$ cat src/rtl/axi_rd_arbiter.sv
// Round-robin arbiter that merges several cache refill read requesters onto one AXI read master.
// ARID carries the port index, so R beats are routed back per beat by RID.
module axi_rd_arbiter #(
    parameter int NUM_PORT  = 2,
    parameter int ID_WIDTH  = 4,
    parameter int BURST_LEN = 4
) (
    input  logic                     clk,
    input  logic                     reset,
    input  logic [NUM_PORT-1:0]      req_valid,
    input  logic [NUM_PORT-1:0]      req_burst,
    input  logic [NUM_PORT*32-1:0]   req_addr,
    input  logic [NUM_PORT*2-1:0]    req_size,
    output logic [NUM_PORT-1:0]      req_ready,
    input  logic                     ar_block,
    output logic [NUM_PORT-1:0]      ret_valid,
    output logic                     ret_last,
    output logic [31:0]              ret_data,
    output logic                     ret_err,
    output logic                     rid_err,
    output logic [ID_WIDTH-1:0]      arid,
    output logic [31:0]              araddr,
    output logic [7:0]               arlen,
    output logic [2:0]               arsize,
    output logic [1:0]               arburst,
    output logic                     arlock,
    output logic [3:0]               arcache,
    output logic [2:0]               arprot,
    output logic                     arvalid,
    input  logic                     arready,
    input  logic [ID_WIDTH-1:0]      rid,
    input  logic [31:0]              rdata,
    input  logic [1:0]               rresp,
    input  logic                     rlast,
    input  logic                     rvalid,
    output logic                     rready
);

    localparam int PW = (NUM_PORT > 1) ? $clog2(NUM_PORT) : 1;

    typedef enum logic [1:0] {
        IDLE    = 2'd0,
        AR_PEND = 2'd1,
        WAIT_R  = 2'd2
    } port_state_t;

    port_state_t          state [NUM_PORT];
    logic [NUM_PORT-1:0]  busy;
    logic [NUM_PORT-1:0]  eligible;
    logic [PW-1:0]        rr_ptr;
    logic [PW-1:0]        winner;
    logic                 found;
    logic                 grant;
    logic [31:0]          sel_addr;
    logic [1:0]           sel_size;
    logic                 sel_burst;

    // Cyclic port index arithmetic; works for port counts that are not a power of two.
    function automatic logic [PW-1:0] port_add(input logic [PW-1:0] base, input int offs);
        int sum;
        sum = int'(base) + offs;
        if (sum >= NUM_PORT)
            sum = sum - NUM_PORT;
        return PW'(sum);
    endfunction

    always_comb begin
        for (int p = 0; p < NUM_PORT; p++)
            busy[p] = (state[p] != IDLE);
    end

    assign eligible = req_valid & ~busy;

    always_comb begin
        logic [PW-1:0] idx;
        found  = 1'b0;
        winner = '0;
        idx    = '0;
        for (int i = 0; i < NUM_PORT; i++) begin
            idx = port_add(rr_ptr, i);
            if (!found && eligible[idx]) begin
                found  = 1'b1;
                winner = idx;
            end
        end
    end

    // A new AR may only be loaded when the register is empty or draining this cycle.
    assign grant = ~reset & ~ar_block & (~arvalid | arready) & found;

    always_comb begin
        req_ready = '0;
        if (grant)
            req_ready[winner] = 1'b1;
    end

    always_comb begin
        sel_addr  = '0;
        sel_size  = '0;
        sel_burst = 1'b0;
        for (int p = 0; p < NUM_PORT; p++) begin
            if (winner == PW'(p)) begin
                sel_addr  = req_addr[32*p +: 32];
                sel_size  = req_size[2*p +: 2];
                sel_burst = req_burst[p];
            end
        end
    end

    always_comb begin
        for (int p = 0; p < NUM_PORT; p++)
            ret_valid[p] = rvalid & (rid == ID_WIDTH'(p)) & busy[p];
    end

    assign ret_last = rlast;
    assign ret_data = rdata;
    assign ret_err  = rvalid & (rresp != 2'b00);
    assign rready   = 1'b1;
    assign arlock   = 1'b0;
    assign arcache  = 4'b0000;
    assign arprot   = 3'b000;

    always_ff @(posedge clk or posedge reset) begin
        if (reset) begin
            arvalid <= 1'b0;
            araddr  <= '0;
            arid    <= '0;
            arlen   <= '0;
            arsize  <= '0;
            arburst <= '0;
            rr_ptr  <= '0;
            rid_err <= 1'b0;
            for (int p = 0; p < NUM_PORT; p++)
                state[p] <= IDLE;
        end else begin
            if (grant) begin
                arvalid <= 1'b1;
                araddr  <= sel_addr;
                arid    <= ID_WIDTH'(winner);
                rr_ptr  <= port_add(winner, 1);
                if (sel_burst) begin
                    arlen   <= 8'(BURST_LEN - 1);
                    arsize  <= 3'b010;
                    arburst <= 2'b01;
                end else begin
                    arlen   <= 8'd0;
                    arsize  <= {1'b0, sel_size};
                    arburst <= 2'b00;
                end
            end else if (arready) begin
                arvalid <= 1'b0;
            end

            // Beats for an out-of-range or idle ID are dropped and flagged until reset.
            if (rvalid && (ret_valid == '0))
                rid_err <= 1'b1;

            for (int p = 0; p < NUM_PORT; p++) begin
                case (state[p])
                    IDLE:
                        if (grant && (winner == PW'(p)))
                            state[p] <= AR_PEND;
                    AR_PEND:
                        if (arvalid && arready && (arid == ID_WIDTH'(p)))
                            state[p] <= WAIT_R;
                    WAIT_R:
                        if (ret_valid[p] && rlast)
                            state[p] <= IDLE;
                    default:
                        state[p] <= IDLE;
                endcase
            end
        end
    end

endmodule

$ cat config.mk
export PLATFORM = sky130hd
export DESIGN_NAME = axi_rd_arbiter
export DESIGN_NICKNAME = d
export VERILOG_FILES = /design/src/rtl/axi_rd_arbiter.sv
export SDC_FILE = /design/constraint.sdc
export NUM_CORES = 1
export LEC_CHECK = 0
export ABC_CLOCK_PERIOD_IN_PS = 2150
export CAP_MARGIN = 10
export CORE_AREA = 2 2 84 86
export CTS_CLUSTER_DIAMETER = 50
export DETAILED_ROUTE_END_ITERATION = 8
export DIE_AREA = 0 0 86 88
export DONT_BUFFER_PORTS = 1
export PLACE_DENSITY = 0.53
export SLEW_MARGIN = 20
export SYNTH_ARGS = -nofsm -noshare
export SYNTH_HDL_FRONTEND = slang
export SYNTH_SLANG_ARGS = --single-unit
export TNS_END_PERCENT = 20
$ cat constraint.sdc
create_clock -name clk -period 2.15 [get_ports clk]
set_clock_uncertainty 0.15 [all_clocks]
set_input_delay 0.3225 -clock clk [delete_from_list [all_inputs] [get_ports clk]]
set_output_delay 0.3225 -clock clk [all_outputs]
set_load 0.005 [all_outputs]
Yosys cells after proc, flatten, opt, wreduce, memory -nomap -nowiden
Cells that the tools add are included.
Widths: inputs -> output; s select.

word-level totals
  input port bits = 116
  register bits after elaboration = 53
  memories kept = 0
  latch bits = 0
  bits in writable memories = 0
  word-level logic and storage cells = 100
  output and inout bits = 98
  ROM bits = 0

operators by class
  reductions and logical operators = 22
  muxes and demuxes = 30
  divide/modulo/power cells = 0
  $mul = 0
  add/sub/neg operators = 5
  eq/ne operators = 11
  magnitude comparators = 7
  bitwise gates (word level) = 15
  shift-type cells = 0

operator list
  kind                 count
  $mux 32              1
  $mux 2               10
  $mux 1               16
  $ne 2x2->1 const B   6
  $pmux 2 s3           2
  $logic_and 1x1->1    10
  $and 1x1->1          8
  $logic_not 4->1      2
  $reduce_bool 2->1    4
  $logic_not 2->1      3
  $lt 1x2->1 const B   3
  $reduce_and 3->1     2
  $add 1x1->2 const B  2
  $eq 2x1->1 const B   2
  $eq 2x2->1 const B   2
  $eq 4x1->1 const B   1
  $ge 2x2->1 const B   2
  $not 1->1            4
  $sub 1x1->1 const B  3
  $and 2x2->2          1
  $ge 1x2->1 const B   1
  $not 2->2            1
  $demux 1 s1          1
  $ge 1x1->1 const B   1
  other kinds (2)      2

Logic depth before layout (Yosys ltp)
Gate-level depths: netlist (run 1).

  depth in word-level cells = 14
  depth in mapped cells = 6

Worst setup path after synthesis (run 1)
No wires, ideal clock.

  path type = register to register
  start point = register state[2] (netlist name)
  end point = register araddr[22]
  arrival = 1.725 ns
  data required time = 1.874 ns
  clock period less this slack = 2.001 ns
  cell stages (with the launch flop) = 7
  setup slack = 0.149 ns
  cell sequence = dfrtp_1 or3b_4 o21ba_4 and2_4 buf_6 buf_6 a221o_1

between the ends
  cells in the longest elaborated chain, start to end = 10
  elaborated cells on any way between the ends = 15
  those cells by class = mux: 9; bitwise: 3; reduce/logical: 3

ends and longest elaborated chain
  what                                       RTL line  RTL
  start, declared                            47        port_state_t state [NUM_PORT];
  start signal, assigned by index            134       state[p] <= IDLE;
  start signal, assigned by index            162       state[p] <= AR_PEND;
  start signal, assigned by index            165       state[p] <= WAIT_R;
  $reduce_bool 2->1 (*)                      69        busy[p] = (state[p] != IDLE);
  $not 2->2 (*)                              72        assign eligible = req_valid & ~busy;
  $and 2x2->2 (*)                            72
  $mux 1 (not written as such) (2 in a row)  81        if (!found && eligible[idx]) begin
  $mux 1                                     81
  $logic_not 1->1                            81
  $logic_and 1x1->1                          81
  $mux 1                                     81
  $mux 32 or $and 1x1->1 (tied branches)     102, 89
  end signal, assigned                       138       araddr <= sel_addr;
  end, declared                              22        output logic [31:0] araddr,

Mark *: on every way between the ends. The rest lies on a longest branch, timed or not. The select of a mux whose other input is x is not followed.
A chain may end at the register's enable or synchronous reset.

Worst setup path in the final report (run 1)
  start point = register state[3] (netlist name)
  end point = output req_ready[1]

between the ends
  cells in the longest elaborated chain, start to end = 14
  elaborated cells on any way between the ends = 20
  those cells by class = order compare: 2; mux: 11; bitwise: 3; reduce/logical: 4

ends and longest elaborated chain
  what                                                            RTL line  RTL
  $reduce_bool 2->1 (*)                                           69
  $not 2->2 (*)                                                   72
  $and 2x2->2 (*)                                                 72
  $mux 1 (not written as such) (2 in a row)                       81
  $mux 1                                                          81
  $logic_not 1->1                                                 81
  $logic_and 1x1->1                                               81
  $mux 1                                                          81
  $lt 1x2->1 (not written as such) or $ge 1x1->1 (tied branches)  94        req_ready[winner] = 1'b1;
  $logic_and 1x1->1 (not written as such)                         94
  $mux 1 (not written as such)                                    94
  $demux 1 s1                                                     94
  $mux 2 (*)                                                      93        if (grant)
  end, declared                                                   14        output logic [NUM_PORT-1:0] req_ready,

Marked as above.

==> results of run 1 <==
## area by class of cell
cell class,instances,area (sq um)
timing repair buffer,17,179
multi-input combinational,126,900
clock inverter,2,12.5
tap,80,100
clock buffer,6,72.6
inverter,7,26.3
sequential,43,1080
fill,693,4280
## path summary, 6_finish.rpt
path | endpoint | startpoint
setup / recovery | req_ready[1] | state[3]$_DFFE_PP0P_
hold reg to reg | rid_err$_DFFE_PP0P_ | rid_err$_DFFE_PP0P_
hold / removal | araddr[23]$_DFFE_PP0P_ | req_addr[55]
setup reg to reg | araddr[30]$_DFFE_PP0P_ | state[3]$_DFFE_PP0P_
max in group asynchronous | araddr[8]$_DFFE_PP0P_ | reset
min in group asynchronous | araddr[24]$_DFFE_PP0P_ | reset
## layout by cell type (no fill, tap or decap), drive strengths merged, types with 2 or more instances in the layout
cell	Yosys	final
conb	2	20
clkbuf	10	6
nor2	5	5
buf	59	15
inv	7	7
and2	2	2
nor3	2	2
and3	32	32
o21ai	2	2
or3b	2	2
nand2	6	6
nor2b	2	2
dfrtp	43	43
nand2b	2	2
a21o	2	2
a221o	32	32
## worst max-delay path, cell delays in order (launching register included)
cell and delay, ns:
dfrtp_1 0.41, or3b_4 0.43, o21ba_4 0.21, and2_4 0.18, buf_8 0.13
## routing by layer
metal	GRT usage	wire (um)	vias to the layer above	share of wire
met5	0	0	-	0
met4	0.0620	122	0	0.021
met3	0.0471	580	17	0.10
met2	0.255	2950	108	0.51
met1	0.162	2100	769	0.37
li1	-	-	700	-
## state kept, by name, indices dropped and copies added, names as in the netlist
signal,cells
araddr,32
arid,1
arlen,1
arsize,2
arvalid,1
rid_err,1
rr_ptr,1
state,4
## per-stage QoR
stage           util  cells
5_1_grt        0.356    281
4_1_cts        0.352    278
2_1_floorplan      -    245
3_5_place_dp   0.329    266
3_3_place_gp   0.329    266
6_report       0.356    281
## kinds of logic (layout without fill, tap and decap cells)
kind of cell | count (synthesis) | after routing | share of synthesized area
compound gates | 46 | 46 | 0.181
buf+inv | 76 | 32 | 0.216
flops | 43 | 43 | 0.446
mux | 2 | 2 | 0.00881
other cells | 2 | 20 | 0.00311
simple gates | 58 | 58 | 0.146
## power breakdown
group | total (mW) | internal, mW | switching, mW | leakage, nW
registers | 1.53 | 1.19 | 0.346 | 0.532
logic | 0.851 | 0.493 | 0.357 | 0.625
clock network | 0.500 | 0.227 | 0.272 | 0.0412
## timing repair
item,CTS,global route
gates resized for setup,3,1
hold endpoints to repair,14,0
endpoints found under the setup margin,1,2
buffers inserted,2,3
pin swaps,0,1
hold buffers,1,0
cloned,1,0
==> flow_summary_export.csv, run 1 <==
group,metric,value,unit
flow_run,maxCapViolations,0,
timing,period_share,0.988,
hold_path,hp-class,"primary input to register",
floorplan,ios,214,
yosys,synthTopCellsByArea,"dfrtp_1 45%, buf_4 17%, a221o_1 13%",
drt,ant_nets,0,
cts,numCtsBuffers,5,
timing,worst_pin_slew,0.488,ns
drt,drc,0,
yosys,synth_cells,227,
global_routing,antenna_found_initial,0,
yosys,synth_area_per_cell,10.6,sq um
yosys,synthDistinctLibCells,37,
cts,h-tree-depth,2,
layout,postLayoutCellArea,2370,sq um
global_routing,track_usage,0.145,
drt,first_pass_iters,4,
timing,max_freq,471,MHz
global_routing,grt_pass1_vias,1548,
hold_path,hold_depth,1,
yosys,synth_edf_count,0,
yosys,synth_area,2410,sq um
yosys,seq_area_frac_synth,0.446,
setup_path,cp-end-kind,"primary output",
pwr,worst_ir_drop_vdd,0.000497,V
layout,synthToLayoutAreaGrowth,-2.02,%
floorplan,die_w,86,um
yosys,ys_seq_elements,43,
setup_path,start_kind,"register",
cts,cts-root-buf,"clkbuf_8",
cts,clock_latency,0.29,ns
yosys,synth_warnings,0,
floorplan,die_h,88,um
global_routing,grt_pass1_wl,8.26,mm
timing,holdWs,0.0186,ns
floorplan,coreArea,6640,sq um
cts,cts_num_sinks,43,
setup_path,cp.required,1.68,ns
drt,routed_wl,5.75,mm
timing,finalMaxSlewViolations,0,
floorplan,rows,30,
global_routing,grt_start_max_net_pins,30,
floorplan,design.die.area,7570,sq um
pwr,power_leakage,1.20,nW
setup_path,timing_worst_setup_path_type,"register to primary output",
setup_path,rr_worst_depth,5,
timing,timing_hold_violations_final,0,
timing,tns,0,ns
run_status,status,"finished, final reports clean",
layout,nets,316,
setup_path,r2r_slack,0.07,ns
layout,final_layout_size_suffix_gt1_frac,0.159,
yosys,ys_async_sr_fraction,1.00,
yosys,synthTopCellsByCount,"55 x buf_4, 43 x dfrtp_1, 32 x a221o_1, 32 x and3_1, 10 x clkbuf_1",
timing,rsz0062_at_grt,"true",
timing,layout_setup_ws,0.0264,ns
timing,setup_violations,0,
cts,clk_pin_slew,0.08,ns
cts,clockBufferDepth,2,
drt,vias_per_cell,5.67,
placement,hpwlAfterDp,4.18,mm
pwr,finalPower,2.89,mW
yosys,yosysTopAreaCell,"dfrtp_1",
timing,maxSlewHeadroom,0.670,
placement,portBuffers,0,
yosys,synth-main-ff-cell,"dfrtp_1",
cts,cts_tree,"done",
drt,drt-initial-drc-count,64,
floorplan,start_util,0.363,
setup_path,critPathMaxFanout,6,
placement,gp_congestion,0.741,
placement,dpl-instance-area,2190,sq um
drt,route.vias.total,1594,
placement,pre_cts_ws,0.120,ns
timing,period_minus_slack,2.12,ns
drt,wl_per_cell,20.5,um
global_routing,gr-total-overflow,0,
yosys,synth_top_area_share,0.446,
yosys,synth.most_common_cell,"buf_4",
layout,diodes,0,
setup_path,arrival,1.65,ns
pwr,cellPowerDensity,1220,nW/um^2
Note: power is estimated with default switching activity, not from simulation.
==> inputs of run 2 (changes only) <==
- PLACE_DENSITY: 0.53 -> not set
- PLACE_DENSITY_LB_ADDON: not set -> 0.25
==> run 2 against run 1 <==
Compared with the run above:
- design area rose by 2.9%
- register-to-register slack improved by 0.03 ns
- highest routed layer unchanged
- global-route usage is 0.27 points lower
- flip-flop and latch count unchanged
- non-clock buffer count is 4 higher
- largest power group unchanged
==> flow_summary_export.csv, run 2 (synthesis gave the netlist of run 1 again) <==
group,metric,value,unit
run_status,status,"finished, final reports clean",
placement,hpwlAfterDp,4.26,mm
layout,mostFrequentLayoutCells,"43 x dfrtp_1, 32 x and3_1, 32 x a221o_1, 20 x conb_1, 13 x buf_4",
hold_path,hp-class,"primary input to register",
setup_path,reg2reg_to,"araddr[29]$_DFFE_PP0P_",
pwr,power_leakage,1.23,nW
cts,clock_latency,0.29,ns
drt,first_pass_iters,4,
floorplan,die_w,86,um
global_routing,grt_use_met2,0.242,
layout,instances_no_fill,285,
flow_run,maxCapViolations,0,
setup_path,start_kind,"register",
hold_path,hp-start,"req_addr[57]",
placement,portBuffers,0,
setup_path,rr_worst_depth,5,
setup_path,arrival,1.62,ns
global_routing,track_usage,0.143,
timing,rsz0062_at_grt,"true",
global_routing,use_met1,0.167,
setup_path,cp.required,1.68,ns
setup_path,cp-end-kind,"primary output",
timing,finalMaxSlewViolations,0,
cts,cts_num_sinks,43,
floorplan,coreArea,6640,sq um
timing,period_share,0.972,
hold_path,worstHoldEndpoint,"araddr[25]$_DFFE_PP0P_",
global_routing,grt_start_max_net_pins,24,
floorplan,ios,214,
cts,cts_tree,"done",
placement,gp_congestion,0.718,
layout,nets,320,
layout,diodes,0,
cts,h-tree-depth,2,
pwr,cellPowerDensity,1250,nW/um^2
global_routing,grt_pass1_wl,8.00,mm
global_routing,antenna_found_initial,0,
cts,cts-root-buf,"clkbuf_8",
global_routing,grt-busiest-layer,"met2",
layout,layout_commonest_cell,"dfrtp_1",
floorplan,start_util,0.363,
layout,final_layout_size_suffix_gt1_frac,0.161,
timing,period_minus_slack,2.09,ns
floorplan,die_h,88,um
setup_path,r2r_slack,0.10,ns
placement,placed_cells,268,
floorplan,rows,30,
setup_path,crit_start,"state[3]$_DFFE_PP0P_",
global_routing,grt_use_met3,0.0481,
layout,reg_top3,"araddr (32), state (4), arsize (2)",
timing,timing_hold_violations_final,0,
drt,wl_per_cell,20.4,um
global_routing,gr-total-overflow,0,
layout,final_core_utilization,0.366,
setup_path,critPathMaxFanout,6,
pwr,finalPower,3.04,mW
global_routing,grt_pass1_vias,1438,
layout,largest-register,"araddr",
drt,drc,0,
cts,numCtsBuffers,5,
layout,synthToLayoutAreaGrowth,0.829,%
timing,setup_violations,0,
cts,clk_pin_slew,0.09,ns
setup_path,r2r_start,"state[3]$_DFFE_PP0P_",
floorplan,design.die.area,7570,sq um
timing,max_freq,478,MHz
drt,ant_nets,0,
cts,clockBufferDepth,2,
drt,vias_per_cell,5.61,
drt,routed_wl,5.83,mm
hold_path,hold_depth,1,
setup_path,timing_worst_setup_path_type,"register to primary output",
layout,largest_reg_flops,32,
drt,route.vias.total,1600,
drt,drt-initial-drc-count,60,
pwr,worst_ir_drop_vdd,0.000418,V
## run 2: cell count changes in the layout (fill, tap and decap cells not counted), sizes merged
| cell | change |
|---|---|
| dlygate4sd3 | +4 |
| clkinvlp | -1 |
| bufinv | +1 |
## run 2: cell type report
cell class	count	area (sq um)
Clock buffer	6	82.6
Clock inverter	2	35.0
Fill cell	652	4210
Inverter	7	26.3
Multi-Input combinational cell	126	900
Sequential cell	43	1080
Tap cell	80	100
Timing Repair Buffer	21	215
## run 2: worst max-delay path by stage
stage / to / slack (ns) / depth (start not counted)
2_1_floorplan: araddr[22]$_DFFE_PP0P_ / 0.15 / 6
3_3_place_gp: araddr[0]$_DFFE_PP0P_ / 0.16 / 5
3_5_place_dp: araddr[28]$_DFFE_PP0P_ / 0.11 / 5
4_1_cts: req_ready[1] / 0.005 / 4
5_1_grt: req_ready[1] / -0.001 / 4
6_report: req_ready[1] / 0.06 / 4
## run 2: critical path, cell delays in order, from the launching register on
cell and delay [ns]:
dfrtp_1 0.41, or3b_4 0.40, o21ba_4 0.20, and2_4 0.18
buf_8 0.13
## run 2: power by group
part	internal, mW	switching, mW
clock	0.376	0.285
sequential	1.19	0.331
combinational	0.495	0.365
## run 2: per-layer routing
layer  up-vias  share of wire
met5         -              0
met4         0          0.019
met3        10          0.082
met2       107           0.51
met1       778           0.39
li1        705              -
## run 2: per-stage QoR
stage	setup WS [ns]	hold WS (ns)	setup TNS, ns	instance area [sq um]
after floorplan	0.149	0.310	0	2480
after detailed placement	0.111	0.0843	0	2200
after global routing	-0.00124	0.00341	-0.00124	2430
final	0.0592	0.0151	0	2430
after CTS	0.00499	0.00749	0	2380
after global placement	0.158	0.0912	0	2200
## run 2: timing repair
action | in CTS | in global routing
setup buffers | 1 | 2
cloned | 1 | 0
gates resized for setup | 3 | 0
setup endpoints to repair | 1 | 5
hold endpoints to repair | 17 | 4
hold buffers | 1 | 4
==> inputs of run 3 (changes only) <==
- ABC_AREA: not set -> 1
- CORE_AREA: 2 2 84 86 -> not set
- CORE_MARGIN: not set -> 1.5
- CORE_UTILIZATION: not set -> 40
- DIE_AREA: 0 0 86 88 -> not set
==> run 3 against run 2 <==
Compared with the run above:
- sequential share of layout area fell by 3.5 points
- synthesized area rose by 16%
- setup slack improved by 0.095 ns
- clock-buffer cell count fell by 1
- non-clock buffer count fell by 12
- flip-flop and latch count did not move
- synthesized cell count rose by 70%
- final cell count rose by 52%
- fmax rose by 4.7%
- via count rose by 33%
- sequential power fell by 3%
- largest power group unchanged
- highest routed layer unchanged
==> flow_summary_export.csv, run 3 <==
group,metric,value,unit
global_routing,grt_pass1_wl,9.78,mm
yosys,synth_cells,387,
timing,timing_hold_violations_final,0,
yosys,synth_top_area_share,0.385,
drt,route.vias.total,2135,
floorplan,ios,214,
global_routing,grt_pass1_vias,1971,
timing,period_share,0.928,
cts,cts-root-buf,"clkbuf_8",
placement,dpl-instance-area,2460,sq um
drt,first_pass_iters,4,
layout,layout_commonest_cell,"nand2_1",
cts,clock_latency,0.30,ns
timing,worst_pin_slew,0.565,ns
floorplan,rows,30,
drt,drc,0,
yosys,yosysTopAreaCell,"dfrtp_1",
setup_path,rr_worst_depth,8,
layout,reg_top3,"araddr (32), state (4), arsize (2)",
yosys,synthDistinctLibCells,24,
layout,synthToLayoutAreaGrowth,-5.38,%
layout,seqCellArea,1080,sq um
pwr,finalPower,3.34,mW
yosys,synthTopCellsByArea,"dfrtp_1 39%, nand2_1 25%, buf_4 16%",
timing,finalMaxSlewViolations,0,
cts,postCtsSetupBuffers,0,
flow_run,maxCapViolations,0,
placement,pre_cts_ws,0.294,ns
floorplan,start_util,0.413,
global_routing,grt_start_max_net_pins,44,
cts,cts_tree,"done",
setup_path,start_kind,"register",
yosys,ys_seq_elements,43,
global_routing,track_usage,0.170,
cts,clockBufferDepth,2,
layout,diodes,0,
timing,max_freq,501,MHz
layout,nets,467,
timing,period_minus_slack,2.00,ns
yosys,ys_async_sr_fraction,1.00,
cts,numCtsBuffers,5,
drt,routed_wl,6.43,mm
placement,placed_cells,421,
setup_path,arrival,1.52,ns
pwr,power_leakage,1.51,nW
setup_path,timing_worst_setup_path_type,"register to primary output",
yosys,synth.most_common_cell,"nand2_1",
cts,h-tree-depth,2,
hold_path,hold_depth,2,
placement,hpwlAfterDp,4.44,mm
pwr,worst_ir_drop_vdd,0.000364,V
timing,setup_violations,0,
global_routing,gr-total-overflow,0,
floorplan,die_w,86.6,um
yosys,synth_area_per_cell,7.22,sq um
layout,largest-register,"araddr",
layout,mostFrequentLayoutCells,"186 x nand2_1, 43 x dfrtp_1, 42 x nand3_1, 20 x conb_1, 13 x inv_1",
layout,fillCellCount,745,
timing,tns,0,ns
run_status,status,"finished, final reports clean",
cts,cts_num_sinks,43,
pwr,cellPowerDensity,1260,nW/um^2
floorplan,design.die.area,7490,sq um
yosys,seq_area_frac_synth,0.385,
floorplan,die_h,86.6,um
hold_path,hp-class,"primary input to register",
drt,drt-initial-drc-count,127,
timing,rsz0062_at_grt,"false",
yosys,synth_area,2790,sq um
timing,layout_setup_ws,0.154,ns
layout,largest_reg_flops,32,
setup_path,critPathMaxFanout,19,
yosys,synth_warnings,0,
floorplan,coreArea,6760,sq um
yosys,synth_edf_count,0,
layout,postLayoutCellArea,2640,sq um
layout,final_layout_size_suffix_gt1_frac,0.0767,
placement,gp_congestion,0.731,
setup_path,cp.required,1.68,ns
layout,instances_no_fill,432,
layout,multi_input_area,1180,sq um
timing,maxSlewHeadroom,0.624,
placement,portBuffers,0,
cts,clk_pin_slew,0.09,ns
yosys,synthTopCellsByCount,"186 x nand2_1, 61 x buf_4, 43 x dfrtp_1, 42 x nand3_1, 14 x inv_1",
global_routing,antenna_found_initial,0,
drt,vias_per_cell,4.94,
setup_path,cp-end-kind,"primary output",
drt,wl_per_cell,14.9,um
yosys,synth-main-ff-cell,"dfrtp_1",
drt,ant_nets,0,
==> run 3: logic make-up after synthesis <==
group                  Yosys count  synth area share
other                            2           0.00269
AO/OA/AOI/OAI                    6            0.0130
buffers and inverters           88             0.221
flip-flops                      43             0.385
AND/OR/NAND/NOR                248             0.378
==> run 3: final timing paths <==
| check | startpoint | end | slack (ns) |
|---|---|---|---|
| min in group asynchronous | reset | rr_ptr$_DFFE_PP0P_ | 0.48 |
| worst min register to register | rid_err$_DFFE_PP0P_ | rid_err$_DFFE_PP0P_ | 0.36 |
| max in group asynchronous | reset | araddr[9]$_DFFE_PP0P_ | 0.98 |
| worst max-delay path | state[2]$_DFFE_PP0P_ | req_ready[0] | 0.15 |
| worst min-delay path | rvalid | rid_err$_DFFE_PP0P_ | 0.01 |
| worst max register to register | state[2]$_DFFE_PP0P_ | araddr[9]$_DFFE_PP0P_ | 0.42 |
==> run 3: cell type report <==
class	instances	share of cell area
Inverter	17	0.0275
Clock inverter	3	0.0256
Timing Repair Buffer	9	0.0275
Clock buffer	5	0.0260
Sequential cell	43	0.407
Tap cell	80	0.0379
Multi-Input combinational cell	275	0.448
==> run 3: repair_timing <==
| action | 4_1_cts | 5_1_grt |
|---|---|---|
| setup endpoints to repair | 0 | 1 |
| gates resized for setup | 0 | 2 |
| hold buffers | 2 | 0 |
| endpoints found under the hold margin | 44 | 0 |
==> run 3: report_power, final <==
part,internal (mW),leakage [nW],switching (mW)
combinational,0.386,0.909,0.726
clock,0.463,0.0644,0.295
sequential,1.16,0.537,0.308
total,2.01,1.51,1.33
==> run 3: critical path, stage by stage (launching register included) <==
cell     delay (ns)
dfrtp_1        0.41
nor2_4         0.21
nand2_1        0.10
o21ai_2        0.07
nand2_2        0.09
inv_6          0.15
nand2_1        0.11
inv_1          0.08
==> run 3: metrics by stage <==
| step | utilization | hold slack [ns] |
|---|---|---|
| global route | 0.391 | 0.0187 |
| floorplan | - | 0.175 |
| CTS | 0.388 | 0.00425 |
| global placement | 0.365 | 0.278 |
| detailed placement | 0.365 | 0.287 |
| finish | 0.391 | 0.00956 |
==> run 3: per-layer routing <==
| metal | global-route usage | part of all wire | vias to the layer above |
|---|---|---|---|
| met3 | 0.0467 | 0.098 | 15 |
| li1 | - | - | 1045 |
| met1 | 0.203 | 0.40 | 950 |
| met2 | 0.297 | 0.48 | 125 |
| met4 | 0.0543 | 0.017 | 0 |
| met5 | 0 | 0 | - |
